### src/rtl/div_bcd_pkg.sv
// Shared types and constants for the divider-result BCD converter.
// Holds the FSM state encoding, default widths and the double-dabble
// adjust constants used by div_bcd_conv and dd_digit_adj.
package div_bcd_pkg;

  localparam int unsigned DEF_W      = 8;  // binary input width
  localparam int unsigned DEF_DIGITS = 3;  // BCD digits per result
  localparam int unsigned NIB_W      = 4;  // width of one BCD digit

  // Digits at or above ADJ_THRESH get ADJ_ADD before each shift
  localparam logic [NIB_W-1:0] ADJ_THRESH = 4'd5;
  localparam logic [NIB_W-1:0] ADJ_ADD    = 4'd3;

  typedef enum logic [2:0] {
    ST_IDLE   = 3'd0,
    ST_CONV_Q = 3'd1,
    ST_LOAD_R = 3'd2,
    ST_CONV_R = 3'd3,
    ST_OUT    = 3'd4
  } state_t;

endpackage

### src/rtl/dd_digit_adj.sv
// Single-nibble double-dabble adjust: adds ADJ_ADD when the digit is
// ADJ_THRESH or more, otherwise passes it through.
// Ports:
//   digit      in   NIB_W  current BCD digit
//   adjusted_c out  NIB_W  digit after add-3 adjust (combinational)
module dd_digit_adj
  import div_bcd_pkg::*;
(
  input  logic [NIB_W-1:0] digit,
  output logic [NIB_W-1:0] adjusted_c
);

  always_comb begin
    adjusted_c = digit;
    if (digit >= ADJ_THRESH) begin
      adjusted_c = digit + ADJ_ADD;
    end
  end

endmodule

### src/rtl/div_bcd_conv.sv
// Converts each divider result (Quotient, optionally Reminder) to packed
// BCD by sequential double-dabble, one bit per clock. A rising edge of
// done_sig starts a conversion; rises arriving while a conversion is in
// progress are dropped and flagged on the sticky overrun_sig.
// Optional feature macro: REM_BCD_EN (also converts Reminder into bcd_r).
// Ports:
//   clk, rst_n   clock, synchronous active-low reset
//   done_sig     divider done level; rising edge = new result
//   Quotient     divider quotient (W bits)
//   Reminder     divider remainder (W bits)
//   clr_sig      clears overrun_sig
//   bcd_q        packed BCD quotient, MS digit in top nibble
//   bcd_r        packed BCD remainder (0 unless REM_BCD_EN)
//   valid_sig    one-cycle pulse when bcd_q/bcd_r update
//   busy_sig     high while converting
//   overrun_sig  sticky flag: a done_sig rise was dropped
module div_bcd_conv
  import div_bcd_pkg::*;
#(
  parameter int unsigned W      = DEF_W,
  parameter int unsigned DIGITS = DEF_DIGITS
) (
  input  logic                    clk,
  input  logic                    rst_n,
  input  logic                    done_sig,
  input  logic [W-1:0]            Quotient,
  input  logic [W-1:0]            Reminder,
  input  logic                    clr_sig,
  output logic [NIB_W*DIGITS-1:0] bcd_q,
  output logic [NIB_W*DIGITS-1:0] bcd_r,
  output logic                    valid_sig,
  output logic                    busy_sig,
  output logic                    overrun_sig
);

  localparam int unsigned BCD_W = NIB_W * DIGITS;
  localparam int unsigned CNT_W = $clog2(W + 1);
  localparam logic [CNT_W-1:0] LAST_BIT = CNT_W'(W - 1);

  state_t           state;
  logic             done_d;
  logic [W-1:0]     shift;
  logic [BCD_W-1:0] acc;
  logic [BCD_W-1:0] acc_adj_c;
  logic [CNT_W-1:0] cnt;
  logic             rise_c;
  logic             in_conv_c;
  logic             accept_c;

`ifdef REM_BCD_EN
  logic [W-1:0]     rem_hold;
  logic [BCD_W-1:0] q_hold;
  logic [BCD_W-1:0] bcd_r_q;
  assign bcd_r = bcd_r_q;
`else
  logic unused_rem;
  assign unused_rem = ^Reminder;
  assign bcd_r      = '0;
`endif

  assign rise_c    = done_sig & ~done_d;
  assign in_conv_c = (state != ST_IDLE) && (state != ST_OUT);
  // New results are taken only when idle or presenting the previous one
  assign accept_c  = rise_c & ~in_conv_c;

  // Per-digit add-3 adjust of the accumulator ahead of each shift
  for (genvar gi = 0; gi < DIGITS; gi++) begin : g_adj
    dd_digit_adj u_adj (
      .digit      (acc[gi*NIB_W +: NIB_W]),
      .adjusted_c (acc_adj_c[gi*NIB_W +: NIB_W])
    );
  end

  // FSM, datapath, edge detect and overrun flag
  always_ff @(posedge clk) begin
    if (!rst_n) begin
      state       <= ST_IDLE;
      done_d      <= 1'b1;  // a level held across reset is not a rise
      shift       <= '0;
      acc         <= '0;
      cnt         <= '0;
      bcd_q       <= '0;
      valid_sig   <= 1'b0;
      busy_sig    <= 1'b0;
      overrun_sig <= 1'b0;
`ifdef REM_BCD_EN
      rem_hold    <= '0;
      q_hold      <= '0;
      bcd_r_q     <= '0;
`endif
    end else begin
      done_d    <= done_sig;
      valid_sig <= 1'b0;

      // Set beats clear when both happen on the same edge
      if (rise_c && in_conv_c) begin
        overrun_sig <= 1'b1;
      end else if (clr_sig) begin
        overrun_sig <= 1'b0;
      end

      // Present the finished result; acc still holds it this cycle
      if (state == ST_OUT) begin
        valid_sig <= 1'b1;
`ifdef REM_BCD_EN
        bcd_q   <= q_hold;
        bcd_r_q <= acc;
`else
        bcd_q   <= acc;
`endif
      end

      if (accept_c) begin
        shift    <= Quotient;
        acc      <= '0;
        cnt      <= '0;
        state    <= ST_CONV_Q;
        busy_sig <= 1'b1;
`ifdef REM_BCD_EN
        rem_hold <= Reminder;
`endif
      end else begin
        case (state)
          ST_IDLE: begin
            busy_sig <= 1'b0;
          end
          ST_CONV_Q: begin
            {acc, shift} <= {acc_adj_c, shift} << 1;
            cnt          <= cnt + CNT_W'(1);
            if (cnt == LAST_BIT) begin
              cnt <= '0;
`ifdef REM_BCD_EN
              state <= ST_LOAD_R;
`else
              state    <= ST_OUT;
              busy_sig <= 1'b0;
`endif
            end
          end
`ifdef REM_BCD_EN
          ST_LOAD_R: begin
            q_hold <= acc;
            shift  <= rem_hold;
            acc    <= '0;
            cnt    <= '0;
            state  <= ST_CONV_R;
          end
          ST_CONV_R: begin
            {acc, shift} <= {acc_adj_c, shift} << 1;
            cnt          <= cnt + CNT_W'(1);
            if (cnt == LAST_BIT) begin
              cnt      <= '0;
              state    <= ST_OUT;
              busy_sig <= 1'b0;
            end
          end
`endif
          ST_OUT: begin
            state    <= ST_IDLE;
            busy_sig <= 1'b0;
          end
          default: begin
            state    <= ST_IDLE;
            busy_sig <= 1'b0;
          end
        endcase
      end
    end
  end

endmodule

### config.mk
export PLATFORM = sky130hd
export DESIGN_NAME = div_bcd_conv
export DESIGN_NICKNAME = d
export VERILOG_FILES = /design/src/rtl/div_bcd_pkg.sv /design/src/rtl/dd_digit_adj.sv /design/src/rtl/div_bcd_conv.sv
export SDC_FILE = /design/constraint.sdc
export NUM_CORES = 1
export LEC_CHECK = 0
export BUFFER_PORTS_ARGS = -buffer_cell sky130_fd_sc_hd__buf_2
export CAP_MARGIN = 20
export CELL_PAD_IN_SITES_DETAIL_PLACEMENT = 0
export CELL_PAD_IN_SITES_GLOBAL_PLACEMENT = 1
export CORE_MARGIN = 3
export CORE_UTILIZATION = 42
export DETAILED_ROUTE_END_ITERATION = 8
export GPL_ROUTABILITY_DRIVEN = 0
export PLACE_DENSITY = 0.87
export SLEW_MARGIN = 20
export SYNTH_ARGS = -nofsm -noshare
export SYNTH_HDL_FRONTEND = slang
export SYNTH_HIERARCHICAL = 1
export SYNTH_SLANG_ARGS = --single-unit
### constraint.sdc
create_clock -name clk -period 3.5 [get_ports clk]
set_clock_uncertainty 0.05 [all_clocks]
set_input_delay 0.7 -clock clk [delete_from_list [all_inputs] [get_ports clk]]
set_output_delay 0.7 -clock clk [all_outputs]
set_load 0.05 [all_outputs]
==> results.md, run 1 <==
* Hold_ws at ~0.41 ns
* Outcome: finished clean
* CTS sink cnt at 42
* Fin Setup TNS at 0 ns
* Final worst setup slack at 1.578 ns
* Syn_area_per_cell at 8.296 µm²
* Placement Rows at 24
* # hold bufs at CTS at 0
* Count of antenna-violating nets left after detailed routing at 0
* PD cells at 405.0 mW/mm²
* Die area at 0.005560 mm²
* Post-Route WL at 3591 µm
* Cts repair resizes at 0
* Static Leak at 0.0008386 µW
* First-pass GRT wire length at 5913 µm
* Max rail drop VDD at 183.7 µV
* Detail Placement HPWL at between 2000 and 2500 µm
* Diodes inserted at 0
* Setup repair after global routing missed its margin: false
* Most common cell after layout, fill and taps aside: nand2_1
* H-tree depth at 2
* Synthesis Warnings at 6
* Area delta synth->final at 9.505%
* Core Area at about 0.0044 mm²
* Clk_lat worst skew at slightly below 0.3 ns
* Final nets at approximately 290
* Clock-pin slew on the worst setup and hold paths at 0.08 ns
* R2r worst-path depth at 3
* Hold Vio Cnt, Final at 0
* Clock Tree Buf Depth at 2
* DRT Pass-1 Iters at 4
* Final core occ at 48.65%
* WL/cell at about 12 µm
* Fmax at 520.3 MHz
* Worst Path Required at 3.68 ns
* CP max FO at 25
* Final setup viols at 0
* Post-route minimum period at 1.922 ns
* DRC viols at 0
* Fraction of layout cells with a size suffix above 1 at 15.77%
* Crit Path Class: register to register
* CTS Buf Count at 5
* Iteration-0 DRC count of the detailed router at 76
* Number of port buffers at 26
* Worst Path Arrival at about 2.1 ns
* Final Max Slew Viols at 0
* Total global-route track usage at 13.95%
* Die Span Y at 74.57 µm
* Vias in the first global route at 1295
* Max cap viols at 0
* Fin crit share at 54.91%
* Most frequent cells in the layout: nand2_1 (63), dfxtp_1 (42), buf_2 (26)
* Vias per inst at about 4.8
* Hold depth at 2
* CP startpoint kind: register
* Initial antenna violation count at 0
* CP Capture Type: register
* TritonCTS clock tree: built
* Tightest Pin Transition at between 0.9 and 1 ns
* Initial Util at 44.43%
* GRT overflow at 0
* Synthesized cell area at 0.001974 mm²
* Worst min-delay path class: register to register
* Top Ports at 47
* Setup Fix Bufs, Post-CTS at 0
* DIE WIDTH at 74.57 µm
* Largest net degree at the start of global routing at 27
* Vias post-DR at 1513
* Clock Root Buffer: clkbuf_8
* Place WS at 1.502 ns
* Worst slew margin at 35.19%
* Syn Inst Count at 238
==> layout make-up <==
| cell class | count | area, µm² |
|---|---|---|
| inverter | 6 | 22.52 |
| fill | 459 | 2282 |
| multi-input combinational | 178 | 1008 |
| sequential | 42 | 840.8 |
| clock buffer | 6 | 82.58 |
| timing repair buffer | 26 | 130.1 |
| clock inverter | 2 | 12.51 |
| tap | 52 | 65.06 |
==> through the flow <==
step | cell area, µm² | power (µW) | std cells
floorplan | 2016 | 566.4 | 249
global placement | 2067 | 567.6 | 304
detailed placement | 2067 | 568.2 | 304
CTS | 2162 | 891.8 | 312
global route | 2162 | 918.5 | 312
finish | 2162 | 875.7 | 312
==> power breakdown <==
group	internal, µW	leakage (µW)	total, µW	switching [µW]
clock	158	0.0000472	319	161
combinational	14.7	0.000452	68.8	54.1
sequential	483	0.000339	488	4.22
total	656	0.000839	876	219
==> worst max-delay path, cell delays in order (launching register included) <==
cell and delay (ns):
dfxtp_1 0.45, nand2b_1 0.55, or4_4 0.69, a21oi_2 0.12
==> flip-flops by register name, indices dropped and copies added (netlist names) <==
| name | flops |
|---|---|
| acc | 12 |
| state | 2 |
| shift | 8 |
| bcd_q | 12 |
| cnt | 4 |
| valid_sig | 1 |
| overrun_sig | 1 |
| done_d | 1 |
| busy_sig | 1 |
==> per-layer routing <==
| layer | vias to the layer above | wire, µm | global-route usage [%] |
|---|---|---|---|
| met1 | 671 | 1748 | 17.66 |
| met3 | 7 | 162 | 4.054 |
| met2 | 30 | 1627 | 22.73 |
| met5 | - | 0 | 0 |
| met4 | 0 | 53 | 4.743 |
| li1 | 805 | - | - |
==> worst paths after layout <==
check / start / slack, ns / end
max reg2reg: state[0]$_SDFFE_PN0P_ / 1.58 / cnt[3]$_SDFFE_PP0P_
min: bcd_q[2]$_SDFFE_PN0N_ / 0.41 / bcd_q[2]$_SDFFE_PN0N_
max: state[0]$_SDFFE_PN0P_ / 1.58 / cnt[3]$_SDFFE_PP0P_
min reg2reg: bcd_q[2]$_SDFFE_PN0N_ / 0.41 / bcd_q[2]$_SDFFE_PN0N_
(Power assumes the default switching activity.)
==> inputs of run 2 (changes only) <==
--- a/config.mk
+++ b/config.mk
@@ -10,10 +10,10 @@
 export CELL_PAD_IN_SITES_DETAIL_PLACEMENT = 0
 export CELL_PAD_IN_SITES_GLOBAL_PLACEMENT = 1
 export CORE_MARGIN = 3
-export CORE_UTILIZATION = 42
+export CORE_UTILIZATION = 35
 export DETAILED_ROUTE_END_ITERATION = 8
 export GPL_ROUTABILITY_DRIVEN = 0
-export PLACE_DENSITY = 0.87
+export PLACE_DENSITY = 0.78
 export SLEW_MARGIN = 20
 export SYNTH_ARGS = -nofsm -noshare
 export SYNTH_HDL_FRONTEND = slang
==> constraint.sdc (replaced) <==
create_clock -name clk -period 1.69 [get_ports clk]
set_clock_uncertainty 0.05 [all_clocks]
set_input_delay 0.338 -clock clk [delete_from_list [all_inputs] [get_ports clk]]
set_output_delay 0.338 -clock clk [all_outputs]
set_load 0.05 [all_outputs]
==> run 2 against run 1 <==
Worst hold slack worse by 0.21 ns. Routed wire length is 4.4% higher. Sequential share of layout area is 2.1 points lower. Highest routed layer unchanged. Fmax is 27% higher. Register-to-register slack worse by 1.4 ns. Combinational power is 120% higher. First-iteration DRC count is 26% lower. Final cell count is 8.3% higher. Critical path depth is 4 higher. Total power is 140% higher.
==> results.md, run 2 (synthesis gave the netlist of run 1 again) <==
* Outcome: finished clean
* Top flop regs: acc: 12 flops, bcd_q: 12 flops, shift: 8 flops
* Detail Placement HPWL at 2584 µm
* CTS sink cnt at 42
* Count of antenna-violating nets left after detailed routing at 0
* Post-Route WL at between 3000 and 4000 µm
* Placed insts at 330
* Clock Tree Buf Depth at 2
* CTS Buf Count at 5
* Final nets at 294
* Number of port buffers at 26
* DRT Pass-1 Iters at 4
* CP max FO at 4
* Worst path slowest cell: dfxtp_1
* Fin Setup TNS at 0 ns
* CP Capture Type: register
* Place WS at 0.1980 ns
* Slowest stage delay, CP at 0.37 ns
* Core Area at 0.005270 mm²
* Vias per inst at ~4.6
* PD cells at between 900 and 1000 mW/mm²
* Static Leak at 0.0009000 µW
* Worst Path Arrival at 1.69 ns
* Clk_lat worst skew at approximately 0.30 ns
* Top Ports at 47
* Setup Fix Bufs, Post-CTS at 0
* Setup repair after global routing missed its margin: false
* Max cap viols at 0
* Area delta synth->final at 15.84%
* DIE WIDTH at about 81 µm
* Most common cell after layout, fill and taps aside: nand2_1
* Final core occ at between 40 and 50%
* Clock Root Buffer: clkbuf_8
* Vias post-DR at 1558
* Fin crit share at 89.25%
* Vias in the first global route at 1454
* Fmax at 663.0 MHz
* Post-route minimum period at 1.508 ns
* Most frequent cells in the layout: nand2_1 (63), dfxtp_1 (42), buf_2 (26)
* WL/cell at 11.09 µm
* DRC viols at 0
* First-pass GRT wire length at between 6000 and 7000 µm
* Final setup viols at 0
* Final Power at about 2100 µW
* Diodes inserted at 0
* Post-Layout Cell Count at roughly 340
* Worst Path Required at 1.87 ns
* Cts repair resizes at 0
* Final Max Slew Viols at 0
* Fraction of layout cells with a size suffix above 1 at 18.28%
* TritonCTS clock tree: built
* Die area at around 0.0066 mm²
* # hold bufs at CTS at 0
* Die Span Y at 81.11 µm
* CP startpoint kind: register
* H-tree depth at 2
* Iteration-0 DRC count of the detailed router at 56
* Largest net degree at the start of global routing at 26
* Crit Path Class: register to register
* Initial Util at 37.46%
* GRT overflow at 0
* Hold Vio Cnt, Final at 0
* Max rail drop VDD at 436.0 µV
* Clock-pin slew on the worst setup and hold paths at 0.08 ns
* Initial antenna violation count at 0
* Final worst setup slack at 0.1816 ns
* Placement Rows at 26
* Worst min-delay path class: input port to register
* Total global-route track usage at 12.65%
* Crit path cell chain: inv_1, ha_1, nand2b_1, a21oi_2, mux2i_1, nand2_1, a21oi_1
## run 2: cell types whose count changed in the layout (fill, tap and decap cells not counted)
cell / before / now
buf_4: 0 / 8
bufinv_16: 0 / 2
clkbuf_8: 6 / 5
clkinv_2: 1 / 0
clkinv_4: 0 / 1
clkinvlp_4: 1 / 0
## run 2: per-layer routing
| layer | routed length, µm | share of wire, % | track usage, % |
|---|---|---|---|
| met1 | 1741 | 46 | 15.00 |
| met2 | 1747 | 47 | 21.10 |
| met3 | 201 | 5.4 | 4.435 |
| met4 | 57 | 1.5 | 4.561 |
| met5 | 0 | 0 | 0 |
## run 2: area by class of cell
cell class	count	area [µm²]
fill	545	2983
multi-input combinational	178	1008
sequential	42	840.8
timing repair buffer	34	190.2
tap	70	87.58
clock buffer	5	68.82
clock inverter	3	68.82
inverter	6	22.52
## run 2: per-stage QoR
stage | area, µm² | hold slack, ns
2_1_floorplan | 2016 | 0.3610
3_3_place_gp | 2150 | 0.3953
3_5_place_dp | 2150 | 0.3990
4_1_cts | 2287 | 0.1960
5_1_grt | 2287 | 0.2170
6_report | 2287 | 0.2007
## run 2: critical path: cells and delay by family, from the launching register on
family | cells | cell delay (ns)
flip-flops | 1 | 0.37
AO/OA/AOI/OAI | 2 | 0.31
AND/OR/NAND/NOR | 2 | 0.23
multiplexers | 1 | 0.20
adder cells (fa/ha/maj) | 1 | 0.17
buffers and inverters | 1 | 0.09
## run 2: final timing paths
path | from | endpoint | slack [ns] | cells past startpoint
hold reg to reg | shift[7]$_SDFFE_PN0P_ | acc[0]$_SDFFE_PP0P_ | 0.41 | 2
setup / recovery | acc[1]$_SDFFE_PP0P_ | acc[2]$_SDFFE_PP0P_ | 0.18 | 7
setup reg to reg | acc[1]$_SDFFE_PP0P_ | acc[2]$_SDFFE_PP0P_ | 0.18 | 7
hold / removal | done_sig | done_d$_SDFF_PN1_ | 0.20 | 2
## run 2: power by group
part           leakage [µW]  switching (µW)  total (µW)  internal, µW
Sequential         0.000339            8.90        1010          1000
Combinational      0.000492             115         154          38.9
Clock             0.0000683             369         961           592
